File: src/rtl/mem_stage_bus_ctrl_if.sv
// Data RAM bus between the MEM-stage controller (master) and the memory (slave).
// Uses a req/addr_ok/data_ok handshake with word-aligned addresses and byte enables.
interface mem_stage_bus_ctrl_if #(
    parameter int unsigned ADDR_WIDTH = 32,
    parameter int unsigned DATA_WIDTH = 32
);
    logic                  ram_req;
    logic                  ram_wr;
    logic [3:0]            ram_sel;
    logic [ADDR_WIDTH-1:0] ram_addr;
    logic [DATA_WIDTH-1:0] ram_wdata;
    logic                  ram_addr_ok;
    logic                  ram_data_ok;
    logic [DATA_WIDTH-1:0] ram_rdata;

    modport master (
        output ram_req, ram_wr, ram_sel, ram_addr, ram_wdata,
        input  ram_addr_ok, ram_data_ok, ram_rdata
    );

    modport slave (
        input  ram_req, ram_wr, ram_sel, ram_addr, ram_wdata,
        output ram_addr_ok, ram_data_ok, ram_rdata
    );
endinterface

File: src/rtl/mem_stage_bus_ctrl.sv
// MEM-stage data-bus controller: turns EX loads/stores into bus transactions, generates
// byte lanes, flags misaligned addresses and stalls the pipeline until the access completes.
module mem_stage_bus_ctrl #(
    parameter int unsigned ADDR_WIDTH = 32,
    parameter int unsigned DATA_WIDTH = 32
) (
    input  logic                  clk,
    input  logic                  rst,
    input  logic                  stall_current_stage,
    input  logic                  flush,
    input  logic                  mem_read_flag_in,
    input  logic                  mem_write_flag_in,
    input  logic [1:0]            mem_size_in,
    input  logic [ADDR_WIDTH-1:0] address_in,
    input  logic [DATA_WIDTH-1:0] mem_write_data_in,
    mem_stage_bus_ctrl_if.master  ram,
    output logic [3:0]            mem_sel_out,
    output logic [DATA_WIDTH-1:0] ram_read_data_out,
    output logic                  stall_request,
    output logic                  adel_out,
    output logic                  ades_out
);

    typedef enum logic [2:0] {StIdle, StReq, StWait, StDrain, StDone} state_e;

    state_e                state_q, state_d;
    logic [3:0]            sel;
    logic [DATA_WIDTH-1:0] wdata;
    logic                  misaligned;
    logic                  access;
    logic                  issue;
    logic                  capture;

    logic                  wr_q;
    logic [3:0]            sel_q;
    logic [ADDR_WIDTH-1:0] addr_q;
    logic [DATA_WIDTH-1:0] wdata_q;
    logic [DATA_WIDTH-1:0] rdata_q;

    // Reserved size 3 falls into the word branch.
    always_comb begin
        sel        = 4'b1111;
        wdata      = mem_write_data_in;
        misaligned = 1'b0;
        unique case (mem_size_in)
            2'd0: begin
                sel   = 4'b0001 << address_in[1:0];
                wdata = {4{mem_write_data_in[7:0]}};
            end
            2'd1: begin
                sel        = address_in[1] ? 4'b1100 : 4'b0011;
                wdata      = {2{mem_write_data_in[15:0]}};
                misaligned = address_in[0];
            end
            default: misaligned = |address_in[1:0];
        endcase
    end

    assign access      = (mem_read_flag_in | mem_write_flag_in) & ~misaligned & ~flush;
    assign mem_sel_out = sel;
    assign adel_out    = mem_read_flag_in & misaligned;
    assign ades_out    = mem_write_flag_in & misaligned;

    always_comb begin
        state_d = state_q;
        issue   = 1'b0;
        capture = 1'b0;
        unique case (state_q)
            StIdle: begin
                if (access) begin
                    state_d = StReq;
                    issue   = 1'b1;
                end
            end
            StReq: begin
                if (ram.ram_addr_ok) begin
                    if (ram.ram_data_ok) begin
                        state_d = flush ? StIdle : StDone;
                        capture = ~flush;
                    end else begin
                        state_d = flush ? StDrain : StWait;
                    end
                end else if (flush) begin
                    state_d = StIdle;
                end
            end
            StWait: begin
                if (ram.ram_data_ok) begin
                    state_d = flush ? StIdle : StDone;
                    capture = ~flush;
                end else if (flush) begin
                    state_d = StDrain;
                end
            end
            StDrain: begin
                if (ram.ram_data_ok) state_d = StIdle;
            end
            StDone: begin
                if (flush || !stall_current_stage) state_d = StIdle;
            end
            default: state_d = StIdle;
        endcase
    end

    always_ff @(posedge clk) begin
        if (!rst) begin
            state_q <= StIdle;
            wr_q    <= 1'b0;
            sel_q   <= 4'b0000;
            addr_q  <= '0;
            wdata_q <= '0;
            rdata_q <= '0;
        end else begin
            state_q <= state_d;
            // Bus attributes are latched once at issue so they stay stable while in REQ.
            if (issue) begin
                wr_q    <= mem_write_flag_in;
                sel_q   <= sel;
                addr_q  <= {address_in[ADDR_WIDTH-1:2], 2'b00};
                wdata_q <= wdata;
            end
            if (capture && !wr_q) rdata_q <= ram.ram_rdata;
        end
    end

    assign ram.ram_req     = (state_q == StReq);
    assign ram.ram_wr      = wr_q;
    assign ram.ram_sel     = sel_q;
    assign ram.ram_addr    = addr_q;
    assign ram.ram_wdata   = wdata_q;
    assign ram_read_data_out = rdata_q;

    assign stall_request = ((state_q == StIdle) && access) || (state_q == StReq) ||
                           (state_q == StWait) || (state_q == StDrain);

endmodule

File: src/flat_wrapper.sv
// flat-port wrapper written by rule: the top's interface ports become plain ports
module mem_stage_bus_ctrl_flat 
#(
    parameter int unsigned ADDR_WIDTH = 32,
    parameter int unsigned DATA_WIDTH = 32
)
  (clk, rst, stall_current_stage, flush, mem_read_flag_in, mem_write_flag_in, mem_size_in, address_in, mem_write_data_in, mem_sel_out, ram_read_data_out, stall_request, adel_out, ades_out, ram_ram_req, ram_ram_wr, ram_ram_sel, ram_ram_addr, ram_ram_wdata, ram_ram_addr_ok, ram_ram_data_ok, ram_ram_rdata);
  mem_stage_bus_ctrl_if #(.ADDR_WIDTH(ADDR_WIDTH), .DATA_WIDTH(DATA_WIDTH)) ram_i ();
  input  logic clk;
  input  logic rst;
  input  logic stall_current_stage;
  input  logic flush;
  input  logic mem_read_flag_in;
  input  logic mem_write_flag_in;
  input  logic [1:0] mem_size_in;
  input  logic [ADDR_WIDTH-1:0] address_in;
  input  logic [DATA_WIDTH-1:0] mem_write_data_in;
  output logic [3:0] mem_sel_out;
  output logic [DATA_WIDTH-1:0] ram_read_data_out;
  output logic stall_request;
  output logic adel_out;
  output logic ades_out;
  output wire logic [$bits(ram_i.ram_req)-1:0] ram_ram_req;
  output wire logic [$bits(ram_i.ram_wr)-1:0] ram_ram_wr;
  output wire logic [$bits(ram_i.ram_sel)-1:0] ram_ram_sel;
  output wire logic [$bits(ram_i.ram_addr)-1:0] ram_ram_addr;
  output wire logic [$bits(ram_i.ram_wdata)-1:0] ram_ram_wdata;
  input wire logic [$bits(ram_i.ram_addr_ok)-1:0] ram_ram_addr_ok;
  input wire logic [$bits(ram_i.ram_data_ok)-1:0] ram_ram_data_ok;
  input wire logic [$bits(ram_i.ram_rdata)-1:0] ram_ram_rdata;
  assign ram_ram_req = ram_i.ram_req;
  assign ram_ram_wr = ram_i.ram_wr;
  assign ram_ram_sel = ram_i.ram_sel;
  assign ram_ram_addr = ram_i.ram_addr;
  assign ram_ram_wdata = ram_i.ram_wdata;
  assign ram_i.ram_addr_ok = ram_ram_addr_ok;
  assign ram_i.ram_data_ok = ram_ram_data_ok;
  assign ram_i.ram_rdata = ram_ram_rdata;
  mem_stage_bus_ctrl #(.ADDR_WIDTH(ADDR_WIDTH), .DATA_WIDTH(DATA_WIDTH)) u_core (.clk(clk), .rst(rst), .stall_current_stage(stall_current_stage), .flush(flush), .mem_read_flag_in(mem_read_flag_in), .mem_write_flag_in(mem_write_flag_in), .mem_size_in(mem_size_in), .address_in(address_in), .mem_write_data_in(mem_write_data_in), .ram(ram_i), .mem_sel_out(mem_sel_out), .ram_read_data_out(ram_read_data_out), .stall_request(stall_request), .adel_out(adel_out), .ades_out(ades_out));
endmodule
File: config.mk
export PLATFORM = sky130hd
export DESIGN_NAME = mem_stage_bus_ctrl_flat
export DESIGN_NICKNAME = d
export VERILOG_FILES = /design/src/rtl/mem_stage_bus_ctrl_if.sv /design/src/rtl/mem_stage_bus_ctrl.sv /design/src/flat_wrapper.sv
export SDC_FILE = /design/constraint.sdc
export NUM_CORES = 1
export LEC_CHECK = 0
export BUFFER_PORTS_ARGS = -buffer_cell sky130_fd_sc_hd__buf_2
export CORE_MARGIN = 4
export CORE_UTILIZATION = 39
export CTS_CLUSTER_SIZE = 28
export DETAILED_ROUTE_END_ITERATION = 12
export HOLD_SLACK_MARGIN = 0.08
export PLACE_DENSITY = 0.75
export SYNTH_ARGS = -nofsm -noshare
export SYNTH_HDL_FRONTEND = slang
export SYNTH_SLANG_ARGS = --single-unit
File: constraint.sdc
create_clock -name clk -period 4.7 [get_ports clk]
set_input_delay 0.235 -clock clk [delete_from_list [all_inputs] [get_ports clk]]
set_output_delay 0.235 -clock clk [all_outputs]
set_load 0.02 [all_outputs]
==> flow_metrics.tcl, run 1 <==
set metrics [dict create \
    num_rows 38 \
    arrival_ns 2.52 \
    die-area_um2 12950 \
    cts_hold_buf 0 \
    ios 215 \
    placedCellCount 793 \
    core_um2 10890 \
    yosysTopAreaCellShare_pct 46.78 \
    grt_pass1_wl_um 18390 \
    rsz0062_at_grt "false" \
    cap_violations 0 \
    drive_gt1_share_pct 35.03 \
    status "finished, final reports clean" \
    num-fill-cells 1075 \
    initial_core_util_pct 40.09 \
    cp.required_ns 4.95 \
    synth-edff-count 0 \
    postSynthCellCount 476 \
    portBuffers 212 \
    layout_setup_ws_ns 2.433 \
    place_ws_ns 2.095 \
    path_clk_slew_ns 0.09 \
    final_area_um2 5642 \
    fin_crit_sh_pct 48.23 \
    path_cells "buf_2, nor2_1, o211a_4, nand3_1, o211a_1" \
    postCtsSetupBuffers 0 \
    drtAntennaViolNets 0 \
    fin_crit_ns 2.267 \
    slowest_delay_ns 0.87 \
    grt_max_degree 84 \
    ctsRootBufferMaster "clkbuf_8" \
    vias_per_cell 4.948 \
    maxSlewViolCount 0 \
    tritoncts "yes" \
    cts_buffers 9 \
    powerDensity_nw_per_um2 316.8 \
    place_hpwl_um 8978 \
    antennaDiodeCount 0 \
    cts_resized 0 \
    whs_ns 0.1070 \
    synthFlopType "dfxtp_1" \
    synth_area_leaders "dfxtp_1 47%, mux2i_1 12%, nand2_1 10%, a21boi_1 7.9%, nor2b_1 5.0%" \
    clk_latency_ns 0.35 \
    grt_usage_pct 17.53 \
    cts.sinks 102 \
    slew_headroom_pct 39.80 \
    fin_nets 770 \
    vias 3998 \
    finalPower_mw 1.787 \
    crit_type "in2reg" \
    die_w_um 113.8 \
    avgSynthCellArea_um2 9.171 \
    worstPathMaxFanout 83 \
    cp-end-kind "flop" \
    start_kind "input pin" \
    grt_overflow_total 0 \
    drt_iter0_markers 180 \
    cpMaxStageDelayCell "o211a_4" \
    synthDistinctLibCells 37 \
    worstHoldPathType "in2reg" \
    post-route-util_pct 51.82 \
    place_congestion 0.8499 \
    synthArstFlopShare_pct 0 \
    finalSetupTns_ns 0 \
    drcViolationCount 0 \
    final_cells 808 \
    wl_per_cell_um 14.76 \
    p_leak_nw 2.713 \
    critPathBufInv 1 \
    drt_first_pass_iters 4 \
    cp_top_family "compound AO/OA/AOI/OAI gates" \
    finalHoldViolCount 0 \
    fmax_mhz 441.1 \
    final.setup_skew_ns 0.009053 \
    netlist_area_um2 4365 \
    grt_pass1_vias 3799 \
    area_growth_pct 29.23 \
    synth_top_area_cell "dfxtp_1" \
    synth_seq_area_share_pct 46.78 \
    clk_path_buf_depth 2 \
    antenna_found_initial 0 \
    ys_ff_latch 102 \
    totalWireLength_um 11930 \
    die_height_um 113.8 \
    tightest_slew_ns 0.9030 \
    ir_drop_mv 0.1417 \
    place_area_um2 5438 \
    final-setup-viol-count 0 \
    ys_warn_count 0 \
    cts_max_level 3 \
]
==> area by class of cell <==
cell class / instances / area (um^2) / area share (%)
Clock buffer: 11 / 131.4 / 2.329
Clock inverter: 4 / 72.57 / 1.286
Inverter: 2 / 7.507 / 0.1331
Multi-Input combinational cell: 333 / 2122 / 37.61
Sequential cell: 102 / 2042 / 36.19
Tap cell: 140 / 175.2 / 3.105
Timing Repair Buffer: 216 / 1091 / 19.34
==> layout by cell type (no fill, tap or decap), drive strengths merged, types with 4 or more instances in the layout <==
cell,count
dfxtp,102
a21boi,48
clkbuf,11
o21ai,17
nand2,121
nor2b,35
mux2i,51
a21o,4
nand3,8
buf,216
o211a,17
==> logic make-up (layout without fill, tap and decap cells) <==
family / after synthesis / in the layout / synth area share (%)
mux: 51 / 51 / 11.69
flops: 102 / 102 / 46.78
buf+inv: 42 / 233 / 4.872
simple gates: 182 / 182 / 19.38
other cells: 1 / 2 / 0.08590
compound gates: 98 / 98 / 17.20
==> cell usage after synthesis (all sizes together), types with 2 or more instances <==
cell type,count
a21boi,48
a21o,4
a21oi,3
and2,3
buf,20
clkbuf,20
dfxtp,102
inv,2
mux2i,51
nand2,121
nand2b,2
nand3,8
nand3b,2
nor2,3
nor2b,35
nor4b,3
o211a,17
o21ai,17
==> per-layer routing <==
layer | global-route usage [%] | up-vias | wire length [um]
li1 | - | 1969 | -
met1 | 20.53 | 1855 | 4863
met2 | 30.51 | 157 | 5767
met3 | 4.668 | 17 | 1002
met4 | 6.888 | 0 | 292
met5 | 0 | - | 0
==> sequential cells by signal, indices dropped and copies added (netlist names) <==
signal                    cells
u_core.state_q                3
u_core.ram.ram_sel            4
u_core.ram.ram_addr          30
u_core.ram.ram_wr             1
u_core.ram.ram_wdata         32
u_core.ram_read_data_out     32
==> worst register-to-register path, cell delays in order, from the launching register on <==
cell and delay [ns]:
dfxtp_1 0.44, nor3_1 0.40, o211a_4 0.82, nand3_1 0.19
o211a_1 0.18
==> where the power goes <==
part	leakage [nW]	internal, mW	switching (mW)
clock	0.0994	0.297	0.280
combinational	1.78	0.117	0.173
sequential	0.829	0.901	0.0204
total	2.71	1.31	0.473
==> path summary, 6_finish.rpt <==
path                            slack (ns)  depth (start not counted)                               endpoint                            startpoint
worst max-delay path                  2.43                          5  u_core.ram.ram_wdata[14]$_SDFFE_PN0P_                        mem_size_in[1]
worst min-delay path                  0.11                          3   u_core.ram.ram_addr[15]$_SDFFE_PN0P_                        address_in[15]
worst max register to register        2.57                          4  u_core.ram.ram_wdata[14]$_SDFFE_PN0P_        u_core.state_q[0]$_SDFFE_PN0P_
worst min register to register        0.45                          2   u_core.ram.ram_addr[15]$_SDFFE_PN0P_  u_core.ram.ram_addr[15]$_SDFFE_PN0P_
Power figures use the tool's default switching activity.
==> run 2: changes to the inputs <==
==> constraint.sdc (replaced) <==
create_clock -name clk -period 2.14 [get_ports clk]
set_input_delay 0.107 -clock clk [delete_from_list [all_inputs] [get_ports clk]]
set_output_delay 0.107 -clock clk [all_outputs]
set_load 0.02 [all_outputs]
==> flow_metrics.tcl, run 2 (synthesized netlist as in run 1, its figures left out) <==
set metrics [dict create \
    powerDensity_nw_per_um2 604.5 \
    ff2ff_path_depth 5 \
    cts.sinks 102 \
    finalPower_mw 3.913 \
    layout_setup_ws_ns 0.2250 \
    area_growth_pct 48.27 \
    final_cells 889 \
    place_area_um2 5518 \
    crit_type "reg2reg" \
    seqPwrFrac_pct 51.7 \
    postCtsSetupBuffers 0 \
    antenna_found_initial 0 \
    final_area_um2 6472 \
    r2r-start "u_core.state_q[1]$_SDFFE_PN0P_" \
    vias_per_cell 4.889 \
    cts_resized 0 \
    antennaDiodeCount 0 \
    cts_buffers 9 \
    cp.required_ns 2.39 \
    worstPathMaxFanout 32 \
    die_height_um 113.8 \
    totalWireLength_um 13550 \
    tritoncts "yes" \
    arrival_ns 2.17 \
    core_um2 10890 \
    drt_iter0_markers 189 \
    startpoint "u_core.state_q[1]$_SDFFE_PN0P_" \
    worstHoldPathType "in2reg" \
    fin_crit_sh_pct 89.49 \
    maxSlewViolCount 0 \
    grt_usage_pct 20.39 \
    p_int_mw 2.847 \
    clk_path_buf_depth 2 \
    clk_latency_ns 0.36 \
    rsz0062_at_grt "false" \
    ctsRootBufferMaster "clkbuf_8" \
    whs_ns 0.1072 \
    drive_gt1_share_pct 31.78 \
    path_clk_slew_ns 0.09 \
    worstHoldPathCells 4 \
    clkPwrFrac_pct 28.6 \
    grt_pass1_wl_um 21180 \
    switchingPower_mw 1.066 \
    final.setup_skew_ns 0.01021 \
    comb_power_share_pct 19.8 \
    final-setup-viol-count 0 \
    switching_share_pct 27.25 \
    place_congestion 0.7809 \
    fmax_mhz 522.2 \
    finalSetupTns_ns 0 \
    die_w_um 113.8 \
    p_leak_nw 3.065 \
    ios 215 \
    start_kind "flop" \
    placedCellCount 797 \
    grt_max_degree 76 \
    drt_first_pass_iters 4 \
    finalHoldViolCount 0 \
    drcViolationCount 0 \
    status "finished, final reports clean" \
    die-area_um2 12950 \
    initial_core_util_pct 40.09 \
    grt_overflow_total 0 \
    num_rows 38 \
    ir_drop_mv 0.3420 \
    fin_crit_ns 1.915 \
    worstHoldStart "mem_write_data_in[22]" \
    place_ws_ns 0.2550 \
    num-fill-cells 940 \
    wl_per_cell_um 15.24 \
    post-route-util_pct 59.45 \
    fin_nets 852 \
    layout_common_cells "212 x buf_2, 121 x nand2_1, 102 x dfxtp_1" \
    cap_violations 0 \
    mostFrequentLayoutCell "buf_2" \
    portBuffers 212 \
    drtAntennaViolNets 0 \
    cp-end-kind "flop" \
    vias 4346 \
    cts_max_level 3 \
    grt_pass1_vias 4320 \
    place_hpwl_um 8959 \
]
-- run 2: worst max-delay path, stage by stage, from the launching register on --
cell       delay, ns
dfxtp_1         0.51
or2b_1          0.31
a2111oi_4       0.36
buf_12          0.29
mux2i_1         0.25
nor2b_1         0.07
-- run 2: path summary, 6_finish.rpt --
kind | to | slack, ns
max | u_core.ram_read_data_out[25]$_SDFFE_PN0P_ | 0.22
min | u_core.ram.ram_wdata[22]$_SDFFE_PN0P_ | 0.11
max reg2reg | u_core.ram_read_data_out[25]$_SDFFE_PN0P_ | 0.22
min reg2reg | u_core.ram.ram_sel[2]$_SDFFE_PN0P_ | 0.45
-- run 2: power groups by stage --
| stage | logic [mW] | clock network [mW] | registers, mW |
|---|---|---|---|
| final | 0.773 | 1.12 | 2.02 |
| after global routing | 0.836 | 1.25 | 2.03 |
| after CTS | 0.770 | 1.18 | 2.02 |
| after detailed placement | 0.658 | 0 | 2.06 |
| after global placement | 0.645 | 0 | 2.06 |
| after floorplan | 0.289 | 0 | 2.16 |
-- run 2: final cells by class --
cell class	count	area, um^2	share of cell area [%]
multi-input cells	333	2122	32.79
flip-flops and latches	102	2042	31.55
well taps	140	175.2	2.706
clock inverters	1	5.005	0.07732
repair buffers	298	1952	30.16
inverters	2	7.507	0.1160
clock buffers	13	168.9	2.610
-- run 2: layer usage --
metal	up-vias	part of all wire (%)	GRT usage [%]
li1	2132	-	-
met1	2040	40	22.55
met2	155	51	37.14
met3	19	7.1	4.828
met4	0	2.7	8.789
met5	-	0	0
-- run 2: repair_timing --
| action | in CTS | in global routing |
|---|---|---|
| hold endpoints to repair | 78 | 0 |
| setup endpoints to repair | 0 | 0 |
| hold buffers | 78 | 0 |
